$ cat src/rtl/branch_compare_pipe.sv
// Branch-resolution pipeline: registers operands (S1), compares them with a
// log-depth comparator tree, decodes the RISC-V branch funct3 and registers
// the result (S2). It flags mispredictions against the fetch prediction and
// keeps a saturating mispredict counter.
//
// Ports:
//   clk, reset_n            clock, asynchronous active-low reset
//   flush                   synchronous kill of both pipeline stages
//   in_valid/in_ready       operand beat handshake (in_ready is combinational)
//   in_a, in_b              rs1 / rs2 values
//   in_funct3, in_pred_taken, in_tag   branch kind, prediction, opaque tag
//   out_valid/out_ready     result beat handshake
//   out_taken, out_mispredict, out_illegal, out_slt, out_sltu, out_tag
//   cnt_clear               synchronous clear of mispredict_cnt
//   mispredict_cnt          saturating count of delivered mispredicts

// Magnitude comparator built as a binary tree over per-bit (eq, lt) pairs.
module comparatortree #(
    parameter int unsigned WIDTH = 64
) (
    input  logic [WIDTH-1:0] a,
    input  logic [WIDTH-1:0] b,
    output logic             eq,
    output logic             lt,
    output logic             ltu
);

    localparam int unsigned LVLS = $clog2(WIDTH);

    // Pair i at each level merges the two children 2i+1 (upper) and 2i (lower):
    // the upper half decides unless it is equal, then the lower half decides.
    always_comb begin
        logic [WIDTH-1:0] e_v;
        logic [WIDTH-1:0] l_v;
        e_v = ~(a ^ b);
        l_v = ~a & b;
        for (int unsigned lvl = 0; lvl < LVLS; lvl++) begin
            for (int unsigned i = 0; i < WIDTH / 2; i++) begin
                if (i < (WIDTH >> (lvl + 1))) begin
                    // l before e: node 0 overwrites its own lower child
                    l_v[i] = l_v[2*i+1] | (e_v[2*i+1] & l_v[2*i]);
                    e_v[i] = e_v[2*i+1] & e_v[2*i];
                end
            end
        end
        eq  = e_v[0];
        ltu = l_v[0];
        // Differing sign bits: the negative operand is the smaller one.
        lt  = (a[WIDTH-1] ^ b[WIDTH-1]) ? a[WIDTH-1] : l_v[0];
    end

endmodule

module branch_compare_pipe #(
    parameter int unsigned WIDTH = 64,
    parameter int unsigned TAGW  = 6,
    parameter int unsigned CNTW  = 16
) (
    input  logic             clk,
    input  logic             reset_n,
    input  logic             flush,
    input  logic             in_valid,
    output logic             in_ready,
    input  logic [WIDTH-1:0] in_a,
    input  logic [WIDTH-1:0] in_b,
    input  logic [2:0]       in_funct3,
    input  logic             in_pred_taken,
    input  logic [TAGW-1:0]  in_tag,
    output logic             out_valid,
    input  logic             out_ready,
    output logic             out_taken,
    output logic             out_mispredict,
    output logic             out_illegal,
    output logic             out_slt,
    output logic             out_sltu,
    output logic [TAGW-1:0]  out_tag,
    input  logic             cnt_clear,
    output logic [CNTW-1:0]  mispredict_cnt
);

    logic             s1_valid;
    logic [WIDTH-1:0] s1_a;
    logic [WIDTH-1:0] s1_b;
    logic [2:0]       s1_funct3;
    logic             s1_pred;
    logic [TAGW-1:0]  s1_tag;

    logic cmp_eq;
    logic cmp_lt;
    logic cmp_ltu;

    logic taken_c;
    logic illegal_c;
    logic mispredict_c;

    logic in_fire;
    logic s2_load;
    logic out_fire;

    // S2 is the output register, so out_valid doubles as s2_valid.
    assign in_ready = !s1_valid || !out_valid || out_ready;
    assign in_fire  = in_valid && in_ready;
    assign s2_load  = s1_valid && (!out_valid || out_ready);
    assign out_fire = out_valid && out_ready;

    comparatortree #(
        .WIDTH(WIDTH)
    ) u_cmp (
        .a   (s1_a),
        .b   (s1_b),
        .eq  (cmp_eq),
        .lt  (cmp_lt),
        .ltu (cmp_ltu)
    );

    // funct3 decode; 010/011 are not branches and never count as mispredicts.
    always_comb begin
        taken_c   = 1'b0;
        illegal_c = 1'b0;
        unique case (s1_funct3)
            3'b000:  taken_c = cmp_eq;
            3'b001:  taken_c = !cmp_eq;
            3'b100:  taken_c = cmp_lt;
            3'b101:  taken_c = !cmp_lt;
            3'b110:  taken_c = cmp_ltu;
            3'b111:  taken_c = !cmp_ltu;
            default: illegal_c = 1'b1;
        endcase
        mispredict_c = !illegal_c && (taken_c != s1_pred);
    end

    // S1 operand stage.
    always_ff @(posedge clk or negedge reset_n) begin
        if (!reset_n) begin
            s1_valid  <= 1'b0;
            s1_a      <= '0;
            s1_b      <= '0;
            s1_funct3 <= '0;
            s1_pred   <= 1'b0;
            s1_tag    <= '0;
        end else begin
            if (flush) begin
                s1_valid <= 1'b0;
            end else if (in_fire) begin
                s1_valid <= 1'b1;
            end else if (s2_load) begin
                s1_valid <= 1'b0;
            end
            if (in_fire && !flush) begin
                s1_a      <= in_a;
                s1_b      <= in_b;
                s1_funct3 <= in_funct3;
                s1_pred   <= in_pred_taken;
                s1_tag    <= in_tag;
            end
        end
    end

    // S2 result stage; payload holds while stalled or invalid.
    always_ff @(posedge clk or negedge reset_n) begin
        if (!reset_n) begin
            out_valid      <= 1'b0;
            out_taken      <= 1'b0;
            out_mispredict <= 1'b0;
            out_illegal    <= 1'b0;
            out_slt        <= 1'b0;
            out_sltu       <= 1'b0;
            out_tag        <= '0;
        end else begin
            if (flush) begin
                out_valid <= 1'b0;
            end else if (s2_load) begin
                out_valid <= 1'b1;
            end else if (out_ready) begin
                out_valid <= 1'b0;
            end
            if (s2_load && !flush) begin
                out_taken      <= taken_c;
                out_mispredict <= mispredict_c;
                out_illegal    <= illegal_c;
                out_slt        <= cmp_lt;
                out_sltu       <= cmp_ltu;
                out_tag        <= s1_tag;
            end
        end
    end

    // Saturating mispredict counter; a transfer in a flush cycle still counts.
    always_ff @(posedge clk or negedge reset_n) begin
        if (!reset_n) begin
            mispredict_cnt <= '0;
        end else if (cnt_clear) begin
            mispredict_cnt <= '0;
        end else if (out_fire && out_mispredict && (mispredict_cnt != '1)) begin
            mispredict_cnt <= mispredict_cnt + CNTW'(1);
        end
    end

endmodule

$ cat config.mk
export PLATFORM = sky130hd
export DESIGN_NAME = branch_compare_pipe
export DESIGN_NICKNAME = d
export VERILOG_FILES = /design/src/rtl/branch_compare_pipe.sv
export SDC_FILE = /design/constraint.sdc
export NUM_CORES = 1
export LEC_CHECK = 0
export ABC_CLOCK_PERIOD_IN_PS = 3350
export CAP_MARGIN = 25
export CORE_AREA = 4 4 131 133
export DETAILED_ROUTE_END_ITERATION = 8
export DIE_AREA = 0 0 135 137
export GPL_TIMING_DRIVEN = 0
export PLACE_DENSITY = 0.87
export SETUP_SLACK_MARGIN = 0.5
export SLEW_MARGIN = 20
export SYNTH_ARGS = -nofsm -noshare
export SYNTH_HDL_FRONTEND = slang
export SYNTH_SLANG_ARGS = --single-unit
$ cat constraint.sdc
create_clock -name clk -period 3.35 [get_ports clk]
set_input_delay 0.67 -clock clk [delete_from_list [all_inputs] [get_ports clk]]
set_output_delay 0.67 -clock clk [all_outputs]
set_load 0.005 [all_outputs]
==> results of run 1 <==
-- final cells by class --
class                   instances  area [sq um]  area share (%)
clock buffers                  21           460            4.26
plain buffers                  20          81.3           0.752
clock inverters                11           149            1.38
flip-flops and latches        167          4180            38.7
inverters                      68           255            2.36
well taps                     216           270            2.50
diodes                          1          2.50          0.0231
repair buffers                176          1770            16.4
multi-input cells             406          3640            33.7
-- cells in the final DEF, fill, tap and decap left out, types with 2 or more instances in the layout --
cell type        count
nand3_1             10
dfrtp_1            167
xnor2_1              3
clkbuf_2             4
xor2_1               9
mux2_2             145
o21ai_0             20
buf_1                2
a21o_1               4
nor4_4               4
and3_1               3
or3b_2               2
buf_4                4
clkbuf_1            15
clkinv_2             3
nand4_1             15
bufinv_16            3
a221oi_1             3
clkdlybuf4s50_1    170
nand3b_1             2
nor2_1              23
a21oi_1             37
or3_1                4
clkbuf_16           17
nand2_1             35
ha_1                64
inv_1               68
nor3_1               2
and4_1               2
clkinv_4             5
clkbuf_8             2
-- state kept, by name, indices dropped and copies added (netlist names), 3 cells and up --
signal,cells
s1_funct3,3
s1_a,64
s1_tag,6
s1_b,64
out_tag,6
mispredict_cnt,16
-- where the power goes --
group | internal, uW | switching, uW
sequential | 2320 | 173
clock | 1210 | 793
combinational | 730 | 560
total | 4260 | 1530
-- per-layer routing --
metal / wire (microns) / vias to the layer above / GRT usage (%)
met1: 7430 / 2750 / 23.4
met4: 312 / 2 / 7.11
li1: - / 2698 / -
met5: 13 / - / 0
met2: 9520 / 119 / 36.2
met3: 881 / 25 / 5.26
-- repair_timing --
| item | CTS | global route |
|---|---|---|
| gates cloned | 0 | 0 |
| pin swaps | 1 | 4 |
| resized for setup | 1 | 17 |
| endpoints found under the setup margin | 2 | 34 |
| setup buffers | 0 | 4 |
-- worst paths after layout --
kind                                      startpoint                     to  slack (ns)  cells after the start
worst min-delay path                         reset_n   s1_a[44]$_DFFE_PN0P_        0.26                      1
worst max-delay path                       out_ready    s1_b[1]$_DFFE_PN0P_        0.60                      7
worst max register to register  s1_b[31]$_DFFE_PN0P_  out_taken$_DFFE_PN0P_        0.60                      9
min in group clk                out_sltu$_DFFE_PN0P_   out_sltu$_DFFE_PN0P_        0.49                      2
worst min register to register  out_sltu$_DFFE_PN0P_   out_sltu$_DFFE_PN0P_        0.49                      2
max in group asynchronous                    reset_n    s1_b[5]$_DFFE_PN0P_        2.28                      2
-- stage by stage --
stage	setup TNS [ns]	std cells	utilization (%)	power [uW]	instance area, sq um
after floorplan	0	661	-	3230	8090
after global placement	-872.09	1048	63.6	3690	10100
after detailed placement	0	1049	63.8	3760	10100
after CTS	0	1081	67.7	5800	10700
after global routing	0	1086	68.3	6120	10800
final	0	1086	68.3	5790	10800
-- kinds of logic (layout without fill, tap and decap cells) --
| group | after synthesis | after routing |
|---|---|---|
| flip-flops | 167 | 167 |
| multiplexers | 146 | 146 |
| AND/OR/NAND/NOR | 108 | 108 |
| buffers and inverters | 88 | 296 |
| AO/OA/AOI/OAI | 75 | 75 |
| adder cells (fa/ha/maj) | 65 | 65 |
| XOR/XNOR | 12 | 12 |
| other | 0 | 1 |
==> flow_metrics.tcl, run 1 <==
set metrics [dict create \
    clkTransAtPathRegs_ns 0.06 \
    grt_pass1_vias 6047 \
    grt_max_degree 95 \
    antenna_found_initial 2 \
    grt_use_total_pct 20.2 \
    min_path_type "input pin to asynchronous set/reset pin" \
    synth_top_area_share_pct 51.7 \
    syn_nets 870 \
    synthXorXnorAreaFrac_pct 1.30 \
    setup_viol 0 \
    synthFlopType "dfrtp_1" \
    synthSimpleGateAreaFrac_pct 7.15 \
    via_per_inst 5.15 \
    synth_fa_ha_area_share_pct 10.1 \
    p_per_area_nw_per_um2 535 \
    path_common_cell "clkbuf_1" \
    ios 173 \
    numCtsBuffers 17 \
    overflow 0 \
    drtPass1Iterations 4 \
    slew_headroom_pct 52.8 \
    p_leak_uw 0.00489 \
    synth_warnings 0 \
    start_kind "input pin" \
    fillCellCount 1160 \
    die_h_microns 137 \
    drc 0 \
    grt_pass1_wl_microns 29100 \
    syn_to_final_growth_pct 33.6 \
    fin_crit_ns 2.75 \
    critPathTopFamily "buffers and inverters" \
    cts_max_path_buffers 2 \
    critPathBufInv 3 \
    drive_gt1_share_pct 23.2 \
    synthMuxAreaShare_pct 20.3 \
    synth_area_leader_cell "dfrtp_1" \
    whs_ns 0.261 \
    die_w_microns 135 \
    synth_area_sq_um 8090 \
    dp_hpwl_microns 13600 \
    cp.arrival_ns 3.05 \
    crit_path_top_delay_cell "clkbuf_1" \
    yosysMostFrequentCell "dfrtp_1" \
    drtIter0Drc 237 \
    async_flop_share_pct 100 \
    outcome "finished clean" \
    initial_core_util_pct 51.1 \
    end_kind "flip-flop" \
    ant_nets 0 \
    dpl_worst_slack_ns 0.0835 \
    port_buffers 171 \
    finClkSkew_ns 0.0105 \
    clk_latency_ns 0.42 \
    crit_fanout 10 \
    fin_crit_sh_pct 82.1 \
    cts_htree_levels 4 \
    rows 46 \
    synth_compound_area_share_pct 5.43 \
    routedWlPerCell_microns 16.7 \
    cts_tree "built" \
    netlist-cell-type-count 39 \
    routed_wirelength_microns 18200 \
    avgSynthCellArea_sq_um 12.2 \
    syn_inst 661 \
    globalplace.congestion 0.811 \
    clock-root-buffer "clkbuf_16" \
    die_area_sq_um 18500 \
    setup_ws_ns 0.599 \
    synth_seq_cells 167 \
    fin_nets 1065 \
    cts.sinks 167 \
    rsz0062_at_grt "false" \
    via_count 5594 \
    maxCapViolCount 0 \
    worst_pin_slew_ns 0.708 \
    slowest_delay_ns 0.52 \
    synth_top_family_by_area "multiplexers" \
    clock.fmax_mhz 364 \
    hold_viol 0 \
    synth-edff-count 0 \
    yosysSeqAreaShare_pct 51.7 \
    cts_hold_buf 0 \
    worstPathRequired_ns 3.65 \
    path_cells "clkdlybuf4s50_1 -> nor2b_1 -> nand2_1 -> nand3b_1 -> clkbuf_1 -> clkbuf_1 -> mux2_2" \
    ys_top_cells_by_count "dfrtp_1 (167), mux2_2 (145), inv_1 (68)" \
    core_sq_um 15800 \
    critPathKind "input pin to flip-flop" \
    vdd_drop_max_mv 0.378 \
    drv_slew 0 \
    synth_area_leaders "dfrtp_1 (52%), mux2_2 (20%), ha_1 (10%)" \
]
Note: power is estimated with default switching activity, not from simulation.
==> run 2, diff against run 1 <==
--- a/config.mk
+++ b/config.mk
@@ -5,13 +5,13 @@
 export SDC_FILE = /design/constraint.sdc
 export NUM_CORES = 1
 export LEC_CHECK = 0
-export ABC_CLOCK_PERIOD_IN_PS = 3350
+export ABC_CLOCK_PERIOD_IN_PS = 2400
 export CAP_MARGIN = 25
-export CORE_AREA = 4 4 131 133
+export CORE_AREA = 4 4 138 140
 export DETAILED_ROUTE_END_ITERATION = 8
-export DIE_AREA = 0 0 135 137
+export DIE_AREA = 0 0 142 144
 export GPL_TIMING_DRIVEN = 0
-export PLACE_DENSITY = 0.87
+export PLACE_DENSITY = 0.83
 export SETUP_SLACK_MARGIN = 0.5
 export SLEW_MARGIN = 20
 export SYNTH_ARGS = -nofsm -noshare
==> constraint.sdc (replaced) <==
create_clock -name clk -period 2.4 [get_ports clk]
set_input_delay 0.48 -clock clk [delete_from_list [all_inputs] [get_ports clk]]
set_output_delay 0.48 -clock clk [all_outputs]
set_load 0.005 [all_outputs]
==> flow_metrics.tcl, run 2 (synthesis gave the netlist of run 1 again) <==
set metrics [dict create \
    syn_to_final_growth_pct 41.5 \
    reg2reg_from "s1_b[27]$_DFFE_PN0P_" \
    clkTransAtPathRegs_ns 0.07 \
    grtUsageMet3_pct 4.86 \
    fin_setup_tns_ns -0.247 \
    drc 0 \
    busiest_layer "met2" \
    critPathKind "flip-flop to flip-flop" \
    dpl_worst_slack_ns -0.479 \
    overflow 0 \
    fin_crit_sh_pct 106 \
    use_met2_pct 32.3 \
    crit_fanout 3 \
    routedWlPerCell_microns 16.8 \
    drtPass1Iterations 4 \
    routed_wirelength_microns 19000 \
    vdd_drop_max_mv 0.484 \
    finClkSkew_ns 0.00681 \
    clk_latency_ns 0.42 \
    grt_pass1_vias 6060 \
    drtIter0Drc 190 \
    grt_pass1_wl_microns 29900 \
    p_per_area_nw_per_um2 715 \
    cts_hold_buf 0 \
    outcome "finished, violations left" \
    clock.fmax_mhz 394 \
    rows 49 \
    grt_use_total_pct 18.6 \
    worst_pin_slew_ns 0.646 \
    antenna_found_initial 2 \
    mostFrequentLayoutCells "dfrtp_1 (165), clkdlybuf4s50_1 (163), mux2_2 (144)" \
    start_kind "flip-flop" \
    slew_headroom_pct 57.0 \
    worstPathRequired_ns 2.76 \
    clock-root-buffer "clkbuf_16" \
    fin_cells 1131 \
    via_per_inst 5.05 \
    setup_ws_ns -0.141 \
    drive_gt1_share_pct 30.9 \
    violations "setup timing" \
    end_kind "flip-flop" \
    dp.cells 1062 \
    setup_viol 2 \
    die_area_sq_um 20400 \
    rsz0062_at_grt "true" \
    ant_nets 0 \
    fin_crit_ns 2.54 \
    drv_slew 0 \
    reg_top3 "s1_a: 64 flops, s1_b: 64 flops, mispredict_cnt: 16 flops" \
    core_sq_um 17800 \
    die_h_microns 144 \
    fin_nets 1097 \
    cp.arrival_ns 2.90 \
    numCtsBuffers 17 \
    grt_max_degree 87 \
    maxCapViolCount 0 \
    cts_tree "built" \
    globalplace.congestion 0.782 \
    grt_use_met1_pct 22.6 \
    cts.sinks 167 \
    final_common_cell "dfrtp_1" \
    dp_hpwl_microns 13400 \
    die_w_microns 142 \
    via_count 5716 \
    ios 173 \
    hold_viol 0 \
    worstSetupStartpoint "s1_b[27]$_DFFE_PN0P_" \
    initial_core_util_pct 45.3 \
    min_path_type "input pin to asynchronous set/reset pin" \
    port_buffers 171 \
    p_leak_uw 0.00521 \
    cts_htree_levels 4 \
    cts_max_path_buffers 2 \
]
[run 2: cell types whose count changed in the layout (fill, tap and decap cells not counted), moves of 4 or more]
| cell | before | now |
|---|---|---|
| a21oi_1 | 37 | 31 |
| a21oi_2 | 1 | 7 |
| buf_4 | 4 | 35 |
| clkbuf_1 | 15 | 3 |
| clkbuf_16 | 17 | 22 |
| clkbuf_4 | 0 | 7 |
| clkdlybuf4s50_1 | 170 | 163 |
| dlygate4sd2_1 | 0 | 4 |
| ha_1 | 64 | 56 |
| ha_4 | 1 | 8 |
[run 2: worst paths after layout]
check,end,slack [ns],cells past startpoint
hold / removal,s1_a[36]$_DFFE_PN0P_,0.02,1
min in group clk,mispredict_cnt[9]$_DFFE_PN0P_,0.46,2
max in group asynchronous,mispredict_cnt[6]$_DFFE_PN0P_,1.52,2
hold reg to reg,out_taken$_DFFE_PN0P_,0.47,1
setup / recovery,out_mispredict$_DFFE_PN0P_,-0.14,9
setup reg to reg,out_mispredict$_DFFE_PN0P_,-0.14,9
[run 2: final cells by class]
type / instances / area, sq um
antenna: 2 / 5.00
buffer: 20 / 225
clock buffer: 19 / 443
clock inverter: 12 / 154
fill: 1354 / 6390
inverter: 68 / 255
multi-input combinational: 406 / 3860
sequential: 167 / 4180
tap: 229 / 287
timing repair buffer: 208 / 2040
[run 2: report_power, final]
group | switching (uW) | internal, uW
combinational | 816 | 1110
clock | 1130 | 1660
sequential | 240 | 3230
total | 2190 | 6000
[run 2: routing by layer]
metal	vias up	part of all wire, %
met5	-	0
met2	119	51
met4	0	2.3
met1	2788	42
li1	2776	-
met3	33	4.3
[run 2: stage by stage]
stage,util (%),total power (uW),hold WS (ns),area [sq um]
3_5_place_dp,57.1,5270,0.465,10200
4_1_cts,62.9,8220,0.0541,11200
5_1_grt,64.2,8660,0.0696,11400
2_1_floorplan,-,4540,0.184,8150
6_report,64.2,8180,0.0171,11400
3_3_place_gp,56.9,5190,0.462,10100
[run 2: timing repair]
| action | in CTS | in global routing |
|---|---|---|
| setup buffers | 20 | 14 |
| setup endpoints to repair | 150 | 103 |
| resized for setup | 50 | 33 |
| gates cloned | 2 | 0 |
| pin swaps | 19 | 18 |
[run 2: worst max-delay path, stage by stage, from the launching register on]
cell and delay [ns]:
dfrtp_1 0.42, ha_4 0.29, nand4_1 0.19, nor4_4 0.42, nand4_4 0.18, or3_4 0.37
a221oi_2 0.26, o21ai_2 0.11, a21oi_1 0.12, nand3b_1 0.11
==> run 3, diff against run 2 <==
--- a/config.mk
+++ b/config.mk
@@ -10,7 +10,7 @@
 export CORE_AREA = 4 4 138 140
 export DETAILED_ROUTE_END_ITERATION = 8
 export DIE_AREA = 0 0 142 144
-export GPL_TIMING_DRIVEN = 0
+export MAX_ROUTING_LAYER = met4
 export PLACE_DENSITY = 0.83
 export SETUP_SLACK_MARGIN = 0.5
 export SLEW_MARGIN = 20
==> constraint.sdc (replaced) <==
create_clock -name clk -period 2.4 [get_ports clk]
set_input_delay 0.48 -clock clk [delete_from_list [all_inputs] [get_ports clk]]
set_output_delay 0.48 -clock clk [all_outputs]
set_load 0.05 [all_outputs]
==> flow_metrics.tcl, run 3 (synthesis gave the netlist of run 1 again) <==
set metrics [dict create \
    outcome "finished, violations left" \
    violations "setup timing" \
    reg2reg_from "s1_b[46]$_DFFE_PN0P_" \
    antenna_found_initial 0 \
    hold_viol 0 \
    critPathKind "flip-flop to flip-flop" \
    dp_hpwl_microns 13500 \
    grt_pass1_vias 6055 \
    clock-root-buffer "clkbuf_16" \
    routedWlPerCell_microns 16.5 \
    fillCellCount 1360 \
    min_path_type "input pin to asynchronous set/reset pin" \
    globalplace.congestion 0.792 \
    die_h_microns 144 \
    cts.sinks 167 \
    dpl_worst_slack_ns -0.351 \
    maxCapViolCount 0 \
    core_sq_um 17800 \
    worst_pin_slew_ns 0.676 \
    overflow 0 \
    clkTransAtPathRegs_ns 0.07 \
    start_kind "flip-flop" \
    numCtsBuffers 17 \
    post_dp_cell_area_sq_um 10500 \
    cp.arrival_ns 2.99 \
    drive_gt1_share_pct 33.4 \
    cts_htree_levels 4 \
    antennaDiodeCount 0 \
    syn_to_final_growth_pct 41.4 \
    ios 173 \
    cts_hold_buf 0 \
    fin_cells 1126 \
    drc 0 \
    via_count 5667 \
    drtIter0Drc 200 \
    die_area_sq_um 20400 \
    cts_tree "built" \
    vdd_drop_max_mv 0.735 \
    reg_top3 "s1_a: 64 flops, s1_b: 64 flops, mispredict_cnt: 16 flops" \
    die_w_microns 142 \
    fin_area_sq_um 11400 \
    drtPass1Iterations 4 \
    worstPathRequired_ns 2.75 \
    grt_use_total_pct 18.7 \
    finClkSkew_ns 0.0110 \
    rows 49 \
    rsz0062_at_grt "true" \
    worstSetupStartpoint "s1_b[46]$_DFFE_PN0P_" \
    clk_latency_ns 0.41 \
    dp.cells 1074 \
    routed_wirelength_microns 18600 \
    port_buffers 172 \
    grt_pass1_wl_microns 29600 \
    via_per_inst 5.03 \
    whs_ns 0.0135 \
    clock.fmax_mhz 379 \
    p_leak_uw 0.00520 \
    final_common_cell "dfrtp_1" \
    setup_ws_ns -0.238 \
    reg2reg_depth 10 \
    drv_slew 0 \
    end_kind "flip-flop" \
    setup_viol 3 \
    crit_fanout 3 \
    fin_crit_sh_pct 110 \
    slew_headroom_pct 54.8 \
    grt_max_degree 56 \
    initial_core_util_pct 45.3 \
    cts_max_path_buffers 2 \
    fin_nets 1094 \
    ant_nets 0 \
    p_per_area_nw_per_um2 738 \
    fin_crit_ns 2.64 \
    mostFrequentLayoutCells "dfrtp_1 (156), mux2_2 (144), clkdlybuf4s50_1 (142)" \
]
==> run 3: repair_timing <==
action / in CTS / in global routing
endpoints found under the setup margin: 41 / 20
gates resized for setup: 43 / 38
buffers inserted: 13 / 8
hold endpoints to repair: 0 / 0
pin swaps: 19 / 21
==> run 3: final cells by class <==
cell class              count  area, sq um  area share, %
flip-flops and latches    167         4190           36.7
well taps                 229          287           2.50
repair buffers            225         2190           19.1
inverters                  68          255           2.23
multi-input cells         406         3930           34.4
clock buffers              21          460           4.03
clock inverters            10          121           1.06
==> run 3: routing by layer <==
layer  up-vias  GRT usage [%]  routed length [microns]
met3        16           4.79                      740
met1      2786           22.8                     7890
met5         -              -                        0
met2       108           31.3                     9660
met4         0           4.75                      263
li1       2757              -                        -
==> run 3: critical path, stage by stage (launching register included) <==
cell	delay (ns)
dfrtp_1	0.38
ha_1	0.32
nand4_1	0.21
nor4_4	0.09
buf_4	0.14
a22o_1	0.22
o31a_2	0.31
nor4_4	0.34
mux2_4	0.37
a21oi_2	0.11
nand3b_1	0.10
==> run 3: where the power goes <==
| part | internal, uW | switching, uW |
|---|---|---|
| clock | 1590 | 1130 |
| combinational | 1170 | 1070 |
| sequential | 3230 | 253 |
| total | 5990 | 2450 |
==> run 3: path summary, 6_finish.rpt <==
path,end,slack (ns)
setup / recovery,out_mispredict$_DFFE_PN0P_,-0.24
hold / removal,s1_b[36]$_DFFE_PN0P_,0.01
setup reg to reg,out_mispredict$_DFFE_PN0P_,-0.24
hold reg to reg,out_taken$_DFFE_PN0P_,0.49
max in group asynchronous,mispredict_cnt[5]$_DFFE_PN0P_,1.70
min in group clk,out_taken$_DFFE_PN0P_,0.49
==> run 3: per-stage QoR <==
step                      TNS [ns]  util [%]  total power [uW]
after floorplan                  0         -              4760
after global placement      -0.623      58.6              5540
after detailed placement    -0.748      58.6              5610
after CTS                   -0.417      62.5              8380
after global routing        -0.923      64.1              8930
final                       -0.541      64.1              8440
